[src/rtl/pc_fetch_unit.sv]
// ---------------------------------------------------------------------------
// pc_fetch_unit
//
// Instruction-fetch front end. It sits directly in front of the instruction
// memory and does the following:
//   - owns the PC and drives the fetch byte address;
//   - picks the next PC (sequential, branch, jump or jump-register);
//   - holds the PC on decode stalls and squashes wrong-path words;
//   - stops fetch when a correct-path halt word comes back;
//   - gates the downstream pipeline in single-step debug mode;
//   - counts enabled cycles for the debug unit.
//
// The memory read is registered, so i_Instruction in any cycle is the word
// at the o_PC of the cycle before.
//
// Ports:
//   i_clk, i_reset       clock; synchronous active-high reset
//   i_Start, i_StepMode  leave IDLE; select continuous (0) or single-step (1)
//   i_Step               one-cycle pulse that enables one cycle in STEP
//   i_Stall              decode hazard stall (hold PC, mask redirects)
//   i_Branch/Target      taken branch and its byte address
//   i_Jump/JumpIndex     J-type jump and its 26-bit instr_index
//   i_JumpR/JumpRTarget  jump-register and its target
//   i_Instruction        word returned by instruction memory
//   o_PC, o_PC_4         fetch address and fetch address + 4
//   o_InstrValid         i_Instruction is a correct-path word
//   o_Flush              squash IF/ID this cycle
//   o_PipeEnable         clock enable for downstream pipeline registers
//   o_Halted, o_Running  state is HALT / state is RUN or STEP
//   o_CycleCount         number of enabled cycles
// ---------------------------------------------------------------------------
module pc_fetch_unit #(
  parameter int               NBITS     = 32,
  parameter logic [NBITS-1:0] RESET_PC  = 32'd4,
  parameter logic [NBITS-1:0] HALT_WORD = 32'hFFFFFFFF
) (
  input  logic             i_clk,
  input  logic             i_reset,
  input  logic             i_Start,
  input  logic             i_StepMode,
  input  logic             i_Step,
  input  logic             i_Stall,
  input  logic             i_Branch,
  input  logic [NBITS-1:0] i_BranchTarget,
  input  logic             i_Jump,
  input  logic [25:0]      i_JumpIndex,
  input  logic             i_JumpR,
  input  logic [NBITS-1:0] i_JumpRTarget,
  input  logic [NBITS-1:0] i_Instruction,
  output logic [NBITS-1:0] o_PC,
  output logic [NBITS-1:0] o_PC_4,
  output logic             o_InstrValid,
  output logic             o_Flush,
  output logic             o_PipeEnable,
  output logic             o_Halted,
  output logic             o_Running,
  output logic [31:0]      o_CycleCount
);

  typedef enum logic [1:0] {
    IDLE = 2'd0,
    RUN  = 2'd1,
    STEP = 2'd2,
    HALT = 2'd3
  } state_t;

  state_t           state;
  state_t           state_next;
  logic [NBITS-1:0] pc;
  logic [NBITS-1:0] pc_next;
  logic [NBITS-1:0] pc_plus4;
  logic [NBITS-1:0] jump_target;
  logic             fetch_q;
  logic             fetch_next;
  logic [31:0]      cycle_count;
  logic             active;
  logic             redirect;
  logic             instr_valid;
  logic             halt_hit;

  // Arithmetic wraps modulo 2^NBITS. The jump target keeps the top nibble
  // of the current PC, as a J-type jump does.
  assign pc_plus4    = pc + NBITS'(4);
  assign jump_target = NBITS'({pc[NBITS-1 -: 4], i_JumpIndex, 2'b00});

  always_comb begin
    active      = 1'b0;
    redirect    = 1'b0;
    instr_valid = 1'b0;
    halt_hit    = 1'b0;
    state_next  = state;
    pc_next     = pc;
    fetch_next  = fetch_q;

    active   = (state == RUN) | ((state == STEP) & i_Step);
    // A stall masks a redirect. Decode re-asserts the redirect once the
    // stall drops.
    redirect = active & ~i_Stall & (i_Jump | i_JumpR | i_Branch);
    // The word in flight is wrong-path if it was fetched behind a redirect
    // (fetch_q = 0), or if a redirect is being taken this cycle.
    instr_valid = fetch_q & ~redirect;
    // A squashed or stalled halt word never halts.
    halt_hit = active & instr_valid & ~i_Stall & (i_Instruction == HALT_WORD);

    unique case (state)
      IDLE: begin
        if (i_Start) begin
          state_next = i_StepMode ? STEP : RUN;
        end
      end
      RUN, STEP: begin
        if (halt_hit) begin
          state_next = HALT;
        end
      end
      HALT: begin
        state_next = HALT;
      end
      default: begin
        state_next = IDLE;
      end
    endcase

    // The PC freezes on the halting cycle so that it points just past the
    // halt word. The halt word itself still enters IF/ID.
    if (active && !i_Stall && !halt_hit) begin
      if (i_JumpR) begin
        pc_next = i_JumpRTarget;
      end else if (i_Jump) begin
        pc_next = jump_target;
      end else if (i_Branch) begin
        pc_next = i_BranchTarget;
      end else begin
        pc_next = pc_plus4;
      end
    end

    // The word fetched this cycle is known to be wrong-path if a redirect
    // is taken now. It is also discarded if fetch is about to stop.
    if (active) begin
      fetch_next = ~redirect & (state_next != HALT);
    end
  end

  always_ff @(posedge i_clk) begin
    if (i_reset) begin
      state       <= IDLE;
      pc          <= RESET_PC;
      fetch_q     <= 1'b0;
      cycle_count <= 32'd0;
    end else begin
      state   <= state_next;
      pc      <= pc_next;
      fetch_q <= fetch_next;
      if (active) begin
        cycle_count <= cycle_count + 32'd1;
      end
    end
  end

  assign o_PC         = pc;
  assign o_PC_4       = pc_plus4;
  assign o_InstrValid = instr_valid;
  assign o_Flush      = redirect;
  assign o_PipeEnable = active;
  assign o_Halted     = (state == HALT);
  assign o_Running    = (state == RUN) | (state == STEP);
  assign o_CycleCount = cycle_count;

endmodule

[config.mk]
export PLATFORM = sky130hd
export DESIGN_NAME = pc_fetch_unit
export DESIGN_NICKNAME = d
export VERILOG_FILES = /design/src/rtl/pc_fetch_unit.sv
export SDC_FILE = /design/constraint.sdc
export NUM_CORES = 1
export LEC_CHECK = 0
export CORE_AREA = 2 2 115 106
export DETAILED_ROUTE_END_ITERATION = 12
export DIE_AREA = 0 0 117 108
export HOLD_SLACK_MARGIN = 0.06
export PLACE_DENSITY = 0.79
export REMOVE_ABC_BUFFERS = 1
export SYNTH_ARGS = -nofsm -noshare
export SYNTH_HDL_FRONTEND = slang
export SYNTH_SLANG_ARGS = --single-unit
[constraint.sdc]
create_clock -name i_clk -period 2.75 [get_ports i_clk]
set_input_delay 0.55 -clock i_clk [delete_from_list [all_inputs] [get_ports i_clk]]
set_output_delay 0.55 -clock i_clk [all_outputs]
set_load 0.02 [all_outputs]
Word-level counts from Yosys, hierarchy flattened
Cells that the tools add are included.

$add $sub $neg: 2. Equality and inequality tests: 6. Mux-type cells: 7. Bitwise operators: 14. Reduce and logical (&&, ||, !) cells: 7.

Operators by type and width (number): 32-bit 2-to-1 mux (3); 32-bit by 1-bit adder with 32-bit output, second input constant (1); 32-bit by 3-bit adder with 32-bit output, second input constant (1); 32-bit == test, second input constant (1); 1-bit bitwise AND (8); 2-bit 2-to-1 mux (3); 2-bit one-hot mux with 3 select lines (1); 2-bit == test, second input constant (2); 1-bit bitwise OR (4); 2-bit by 1-bit == test with 1-bit output, second input constant (1); 1-bit logical AND (2); 1-bit zero test (2); 2-bit zero test (1); 2-bit by 1-bit inequality test with 1-bit output, second input constant (1); 2-bit inequality test, second input constant (1); 1-bit inverter (2); 2-bit AND reduction (1); 2-bit OR reduction (1).

Flip-flop bits (word level): 67. Bits of input ports: 131. Output and inout port bits: 101. Logic and storage cells: 41.

Depth between registers and ports, before layout
Gate-level depths: netlist (run 1).

Word-level depth: 14. Gate-level depth with buffers: 9. Mapped depth without buffers: 8.

Least setup slack after synthesis (run 1)
No wires, ideal clock.

Kind: register to output. From: register pc[13], in the netlist o_PC[13]. To: output o_PC_4[27]. Data arrival time: 2.089 ns. Data required time: 2.200 ns. Path slack: 0.111 ns. Cell stages (with the launch flop): 7. Buffers on the path: 2. Cell sequence: dfxtp_1 clkbuf_1 nand4_1 or4_1 clkbuf_1 o31a_1 or2_2.

Longest elaborated chain between the ends: 1.

Ends and longest elaborated chain: start: declaration (RTL line 69) `logic [NBITS-1:0] pc;`; start signal: assignment (RTL line 153) `pc <= pc_next;`; 32-bit by 3-bit adder with 32-bit output (RTL line 83) `assign pc_plus4 = pc + NBITS'(4);`; end: declaration (RTL line 51) `output logic [NBITS-1:0] o_PC_4,`.

No other way between the ends.

Worst setup path after layout (run 1)
From: register pc[4], in the netlist o_PC[4]. To: output o_PC_4[23].

The elaborated chain is that of the path after synthesis.

==> flow_metrics.py, run 1 <==
metrics = {
    "worst_hold_path": {
        "worstHoldPathType": "flip-flop to flip-flop",
    },
    "synth": {
        "yosysWarningCount": 0,
        "synth_seq_area_share_pct": 30.0,
        "synth-edff-count": 0,
        "synthArstFlopShare_pct": 0,
        "synth_cell_type_count": 52,
        "synth.ff_latch_count": 67,
        "synth.cell_area_um2": 4470,
        "syn-instance-count": 586,
        "ys.flop_type": "sky130_fd_sc_hd__dfxtp_1",
        "synth_area_leaders": "sky130_fd_sc_hd__dfxtp_1, sky130_fd_sc_hd__xnor2_1, sky130_fd_sc_hd__nor2_1, sky130_fd_sc_hd__o21ai_0, sky130_fd_sc_hd__nand2_1",
        "synthDominantAreaCellType": "sky130_fd_sc_hd__dfxtp_1",
        "synth.avg_cell_area_um2": 7.62,
        "synth_largest_type_area_fraction_pct": 30.0,
    },
    "final_layout": {
        "area.growth.synth_to_final_pct": 73.6,
        "final_cells": 1018,
        "fillerInstances": 944,
        "nNetsFinal": 994,
        "register_area_um2": 1350,
        "antenna-diode-count": 0,
        "footprint_of_the_multi_input_gates_um2": 2940,
        "post_route_cells_drive_above_1_share_pct": 15.8,
    },
    "worst_setup_path": {
        "path_buf_inv": 1,
        "arrival_ns": 2.20,
        "setup.worst_path.end_class": "output port",
        "criticalPathCategory": "flip-flop to output port",
        "worstSetupStartpointType": "flip-flop",
        "cp_data_required_time_ns": 2.20,
        "timing.critical_path.max_delay_family": "simple AND/OR/NAND/NOR gates",
        "critical_path.slowest_cell": "sky130_fd_sc_hd__or3_1",
        "crit_chain": "and4_1, nand2_1, or3_1, xnor2_1, dlygate4sd2_1",
        "max_fanout_on_critical_path": 7,
        "critical-path-max-stage-delay_ns": 0.48,
    },
    "placement": {
        "dp_slack_ns": -0.131,
        "detailedPlacementHpwl_um": 13600,
        "dpl.cell_count": 990,
        "routabilityCongestion": 0.947,
        "buffer_ports.inserted": 231,
    },
    "power": {
        "p_per_area_nw_per_um2": 598,
        "vdd_ir_drop_max_mv": 0.359,
        "totalPowerFinal_mw": 4.64,
        "leakagePower_nw": 2.93,
    },
    "floorplan": {
        "die_width_um": 117,
        "num_rows": 37,
        "design.die.area_um2": 12600,
        "core_um2": 11300,
        "initial_core_util_pct": 39.4,
        "fp.dieH_um": 108,
        "top_level_ports": 232,
    },
    "clocking": {
        "tritoncts": "yes",
        "hold_buffers": 0,
        "clk_pin_slew_worst_paths_ns": 0.06,
        "clock_insertion_delay_worst_skew_ns": 0.32,
        "maximum_root_to_sink_buffer_count": 2,
        "cts-buffers-inserted": 9,
        "root_buffer_cell": "sky130_fd_sc_hd__clkbuf_16",
        "ctsHtreeMaxLevel": 3,
        "clock_sinks": 67,
    },
    "sta": {
        "finalCriticalPeriod_ns": 2.75,
        "final_setup_violation_count": 0,
        "worstMarginPinSlew_ns": 0.599,
        "skew_ns": 0.00859,
        "setup_tns_ns": 0,
        "max_slew_margin_pct": 60.1,
        "final_max_slew_viol_count": 0,
        "fmax_mhz": 364,
        "rsz0062_at_grt": "true",
        "layout_worst_path_cycle_share_pct": 99.9,
        "setup_slack_of_the_critical_path_after_layout_ns": 0.00198,
        "finalHoldViolCount": 0,
    },
    "global_routing": {
        "pin_count_of_the_biggest_net_entering_global_routing": 35,
        "grt_overflow": 0,
        "grt_first_pass_wirelength_um": 27400,
        "first_global_vias": 5651,
        "grt_use_total_pct": 27.4,
        "antenna_found_initial": 0,
    },
    "route": {
        "via_per_inst": 5.70,
        "drc_errors": 0,
        "total_wirelength_um": 18100,
        "drt_first_iter_violations": 455,
        "wl_per_cell_um": 17.8,
        "dr.pass1.iters": 5,
        "antenna_left": 0,
        "detailroute.via_count": 5801,
    },
    "status": {
        "run_status": "finished, final reports clean",
    },
    "flow_run": {
        "drv_cap": 0,
    },
}
-- cell usage after synthesis, types with 2 or more instances --
cell	n
sky130_fd_sc_hd__ha_1	6
sky130_fd_sc_hd__inv_1	13
sky130_fd_sc_hd__xor2_1	11
sky130_fd_sc_hd__nor3_1	12
sky130_fd_sc_hd__a22oi_1	11
sky130_fd_sc_hd__buf_2	3
sky130_fd_sc_hd__a311oi_1	4
sky130_fd_sc_hd__o31a_1	10
sky130_fd_sc_hd__o211ai_1	3
sky130_fd_sc_hd__o311ai_0	4
sky130_fd_sc_hd__a21oi_1	28
sky130_fd_sc_hd__o32ai_1	3
sky130_fd_sc_hd__o311ai_1	2
sky130_fd_sc_hd__nor3b_1	2
sky130_fd_sc_hd__a31oi_1	2
sky130_fd_sc_hd__and3_1	10
sky130_fd_sc_hd__and4_1	10
sky130_fd_sc_hd__a221oi_1	17
sky130_fd_sc_hd__nor4b_1	2
sky130_fd_sc_hd__or4_1	5
sky130_fd_sc_hd__buf_6	3
sky130_fd_sc_hd__clkbuf_1	37
sky130_fd_sc_hd__o21ai_0	37
sky130_fd_sc_hd__nand3_1	27
sky130_fd_sc_hd__mux2i_1	3
sky130_fd_sc_hd__nor4_1	19
sky130_fd_sc_hd__a211oi_1	19
sky130_fd_sc_hd__nor2_1	66
sky130_fd_sc_hd__nor2b_1	5
sky130_fd_sc_hd__dfxtp_1	67
sky130_fd_sc_hd__nand2b_1	13
sky130_fd_sc_hd__xnor2_1	31
sky130_fd_sc_hd__or2_2	7
sky130_fd_sc_hd__nand4_1	22
sky130_fd_sc_hd__or3_1	10
sky130_fd_sc_hd__and2_1	3
sky130_fd_sc_hd__buf_4	3
sky130_fd_sc_hd__nand2_1	40
sky130_fd_sc_hd__o21bai_1	3
-- worst reg2reg max path, cell delays in order (launching register included) --
cell	delay, ns
sky130_fd_sc_hd__dfxtp_1	0.35
sky130_fd_sc_hd__inv_1	0.11
sky130_fd_sc_hd__ha_1	0.17
sky130_fd_sc_hd__a21oi_2	0.07
sky130_fd_sc_hd__buf_4	0.14
sky130_fd_sc_hd__inv_1	0.13
sky130_fd_sc_hd__nand3_1	0.16
sky130_fd_sc_hd__or4_1	0.67
sky130_fd_sc_hd__or3_1	0.36
sky130_fd_sc_hd__a21oi_1	0.17
-- registers in the layout, summed over array words and instances (netlist names) --
signal / count
state: 2
o_PC: 32
fetch_q: 1
o_CycleCount: 32
-- cells by family after synthesis --
family	synth area share, %
compound gates	23.7
xor+xnor	8.23
simple gates	29.7
fa+ha+maj	1.68
mux	0.924
buf+inv	5.80
flops	30.0
-- through the flow --
stage               utilization [%]  hold slack (ns)  area (um2)
finish                         68.4            0.485        7750
detailed placement             64.1            0.480        7270
CTS                            67.1            0.489        7610
floorplan                         -            0.521        4260
global placement               64.1            0.477        7270
global route                   68.4            0.529        7750
-- layout by cell type (no fill, tap or decap), types with 10 or more instances in the layout --
cell type / n
sky130_fd_sc_hd__nand3_1: 27
sky130_fd_sc_hd__nor4_1: 14
sky130_fd_sc_hd__clkdlybuf4s50_1: 203
sky130_fd_sc_hd__a211oi_1: 19
sky130_fd_sc_hd__inv_1: 13
sky130_fd_sc_hd__nand2_1: 40
sky130_fd_sc_hd__o31a_1: 10
sky130_fd_sc_hd__nor2_1: 66
sky130_fd_sc_hd__and3_1: 10
sky130_fd_sc_hd__nand2b_1: 13
sky130_fd_sc_hd__a221oi_1: 17
sky130_fd_sc_hd__xor2_1: 11
sky130_fd_sc_hd__nand4_1: 22
sky130_fd_sc_hd__o21ai_0: 37
sky130_fd_sc_hd__a21oi_1: 27
sky130_fd_sc_hd__a22oi_1: 11
sky130_fd_sc_hd__dfxtp_2: 10
sky130_fd_sc_hd__dfxtp_1: 57
sky130_fd_sc_hd__or3_1: 10
sky130_fd_sc_hd__nor3_1: 11
sky130_fd_sc_hd__buf_4: 67
sky130_fd_sc_hd__xnor2_1: 31
-- routing by layer --
layer | wire length (um) | GRT usage (%)
met4 | 422 | 8.15
met5 | 0 | 0
met1 | 7350 | 34.3
met3 | 1320 | 4.48
met2 | 9030 | 48.3
-- final timing paths --
path	from	to	slack (ns)	depth (start not counted)
hold reg to reg	o_CycleCount[1]	o_CycleCount[1]	0.48	2
hold / removal	o_CycleCount[1]	o_CycleCount[1]	0.48	2
setup reg to reg	state[0]	o_CycleCount[24]	0.35	9
setup / recovery	o_PC[4]	o_PC_4[23]	0.002	5
-- power by group --
group / switching (mW) / internal (mW)
sequential: 0.123 / 1.11
combinational: 1.09 / 1.03
clock: 0.481 / 0.814
-- area by class of cell --
cell class	instances	area share, %
Multi-Input combinational cell	461	37.9
Clock inverter	7	1.39
Inverter	13	0.629
Tap cell	156	2.52
Timing Repair Buffer	305	37.2
Sequential cell	67	17.5
Clock buffer	9	2.90
-- what timing repair did --
action	in CTS	in global routing
pin swaps	2	9
gates resized for setup	51	38
gates cloned	0	1
endpoints found under the setup margin	25	20
buffers inserted	3	9
No activity file was read; power rests on OpenSTA's default activity.
==> run 2: changes to the inputs <==
- CORE_AREA: 2 2 115 106 -> 2 2 114 105
- CTS_BUF_LIST: not set -> sky130_fd_sc_hd__clkbuf_8
- DIE_AREA: 0 0 117 108 -> 0 0 116 107
- PLACE_DENSITY: 0.79 -> 0.81
==> flow_metrics.py, run 2 (synthesis results as in run 1) <==
metrics = {
    "final_layout": {
        "nNetsFinal": 987,
        "final_cells": 1012,
        "layout.cells.most_common_list": "sky130_fd_sc_hd__clkdlybuf4s50_1, sky130_fd_sc_hd__nor2_1, sky130_fd_sc_hd__buf_4",
        "area.growth.synth_to_final_pct": 71.0,
        "post_route_cells_drive_above_1_share_pct": 15.7,
        "most_common_cell_after_layout_fill_and_taps_aside": "sky130_fd_sc_hd__clkdlybuf4s50_1",
        "final_cell_area_um2": 7640,
    },
    "global_routing": {
        "first_global_vias": 5549,
        "grt_overflow": 0,
        "grt_use_total_pct": 27.9,
        "antenna_found_initial": 1,
        "grt_first_pass_wirelength_um": 27400,
        "pin_count_of_the_biggest_net_entering_global_routing": 45,
    },
    "sta": {
        "final_max_slew_viol_count": 0,
        "finalCriticalPeriod_ns": 2.78,
        "rsz0062_at_grt": "true",
        "layout_worst_path_cycle_share_pct": 101,
        "fmax_mhz": 360,
        "finalHoldViolCount": 0,
        "skew_ns": 0.0174,
        "final_setup_violation_count": 1,
        "setup_slack_of_the_critical_path_after_layout_ns": -0.0282,
        "max_slew_margin_pct": 69.4,
        "worstMarginPinSlew_ns": 0.460,
    },
    "placement": {
        "buffer_ports.inserted": 231,
        "detailedPlacementHpwl_um": 13500,
        "dpl.cell_count": 991,
        "routabilityCongestion": 0.926,
        "dpl-instance-area_um2": 7270,
    },
    "status": {
        "run_status": "finished with violations",
        "failed_checks": "setup timing",
    },
    "clocking": {
        "maximum_root_to_sink_buffer_count": 2,
        "clock_insertion_delay_worst_skew_ns": 0.35,
        "clk_pin_slew_worst_paths_ns": 0.09,
        "clock_sinks": 67,
        "ctsHtreeMaxLevel": 3,
        "cts-buffers-inserted": 9,
        "hold_buffers": 0,
        "root_buffer_cell": "sky130_fd_sc_hd__clkbuf_8",
        "tritoncts": "yes",
    },
    "worst_setup_path": {
        "critical_path.slowest_cell": "sky130_fd_sc_hd__or4_4",
        "timing.critical_path.max_delay_family": "simple AND/OR/NAND/NOR gates",
        "cp_data_required_time_ns": 2.20,
        "max_fanout_on_critical_path": 7,
        "cp_common_cell": "sky130_fd_sc_hd__buf_6",
        "crit_chain": "nand4_1, or4_4, buf_6, o31a_1, or2_4, buf_6",
        "setup.worst_path.end_class": "output port",
        "critical-path-max-stage-delay_ns": 0.62,
        "worstSetupStartpointType": "flip-flop",
        "criticalPathCategory": "flip-flop to output port",
        "path_buf_inv": 2,
        "arrival_ns": 2.23,
    },
    "power": {
        "p_per_area_nw_per_um2": 566,
        "leakagePower_nw": 2.88,
        "vdd_ir_drop_max_mv": 0.328,
    },
    "floorplan": {
        "core_um2": 11200,
        "fp.dieH_um": 107,
        "die_width_um": 116,
        "initial_core_util_pct": 39.9,
        "num_rows": 37,
        "design.die.area_um2": 12400,
        "top_level_ports": 232,
    },
    "flow_run": {
        "drv_cap": 0,
    },
    "route": {
        "drt_first_iter_violations": 395,
        "dr.pass1.iters": 5,
        "via_per_inst": 5.66,
        "detailroute.via_count": 5730,
        "antenna_left": 0,
        "drc_errors": 0,
        "total_wirelength_um": 17700,
        "wl_per_cell_um": 17.5,
    },
    "worst_hold_path": {
        "worstHoldPathType": "flip-flop to flip-flop",
    },
}
[run 2: changes by cell type in the layout (fill, tap and decap cells not counted), sizes merged]
cell | previous run | this run
clkdlybuf4s50 | 203 | 200
or4 | 7 | 6
clkbuf | 13 | 14
clkdlybuf4s15 | 2 | 1
buf | 82 | 78
diode | 0 | 1
inv | 17 | 14
dlygate4sd2 | 8 | 11
clkinvlp | 1 | 2
[run 2: tightest hold or removal path, cell delays in order (launching register included)]
cell                      delay (ns)
sky130_fd_sc_hd__dfxtp_1        0.35
sky130_fd_sc_hd__nand2_1        0.06
sky130_fd_sc_hd__a21oi_1        0.05
[run 2: layout make-up]
cell class	instances	area, um2
antenna	1	2.50
clock buffer	11	151
clock inverter	5	83.8
fill	946	3560
inverter	13	48.8
multi-input combinational	460	2950
sequential	67	1350
tap	156	195
timing repair buffer	299	2850
[run 2: path summary, 6_finish.rpt]
| kind | startpoint | end | slack [ns] | depth (start not counted) |
|---|---|---|---|---|
| setup / recovery | o_PC[16] | o_PC_4[24] | -0.03 | 6 |
| hold / removal | o_CycleCount[1] | o_CycleCount[1] | 0.51 | 2 |
| setup reg to reg | state[0] | o_CycleCount[24] | 0.37 | 9 |
| hold reg to reg | o_CycleCount[1] | o_CycleCount[1] | 0.51 | 2 |
[run 2: repair_timing]
action                                 4_1_cts  5_1_grt
endpoints found under the hold margin        0        0
pin swaps                                    2       13
setup endpoints to repair                   25       20
resized for setup                           72       42
gates cloned                                 0        0
buffers inserted                             4        1
[run 2: power by group]
group	total [mW]	switching [mW]	internal (mW)
registers	1.22	0.117	1.10
clock network	0.979	0.415	0.564
logic	2.13	1.08	1.04
[run 2: through the flow]
stage | util, % | total power, mW | hold WS, ns | setup TNS [ns] | worst slack, ns
final | 68.2 | 4.32 | 0.507 | -0.0282 | -0.0282
after global routing | 68.2 | 4.54 | 0.516 | -0.309 | -0.113
after CTS | 67.3 | 4.28 | 0.507 | -0.0455 | -0.0438
after detailed placement | 64.9 | 3.32 | 0.497 | -5.52 | -0.235
after global placement | 64.9 | 3.27 | 0.476 | -3.40 | -0.162
after floorplan | - | 2.19 | 0.521 | 0 | 0.0594
[run 2: metal layers]
layer | global-route usage [%] | wire (um) | part of all wire (%) | up-vias
met5 | 0 | 0 | 0 | -
met4 | 10.7 | 488 | 2.8 | 0
met3 | 5.54 | 1450 | 8.2 | 34
met2 | 48.4 | 8760 | 49 | 290
met1 | 33.7 | 7000 | 40 | 2705
li1 | - | - | - | 2701
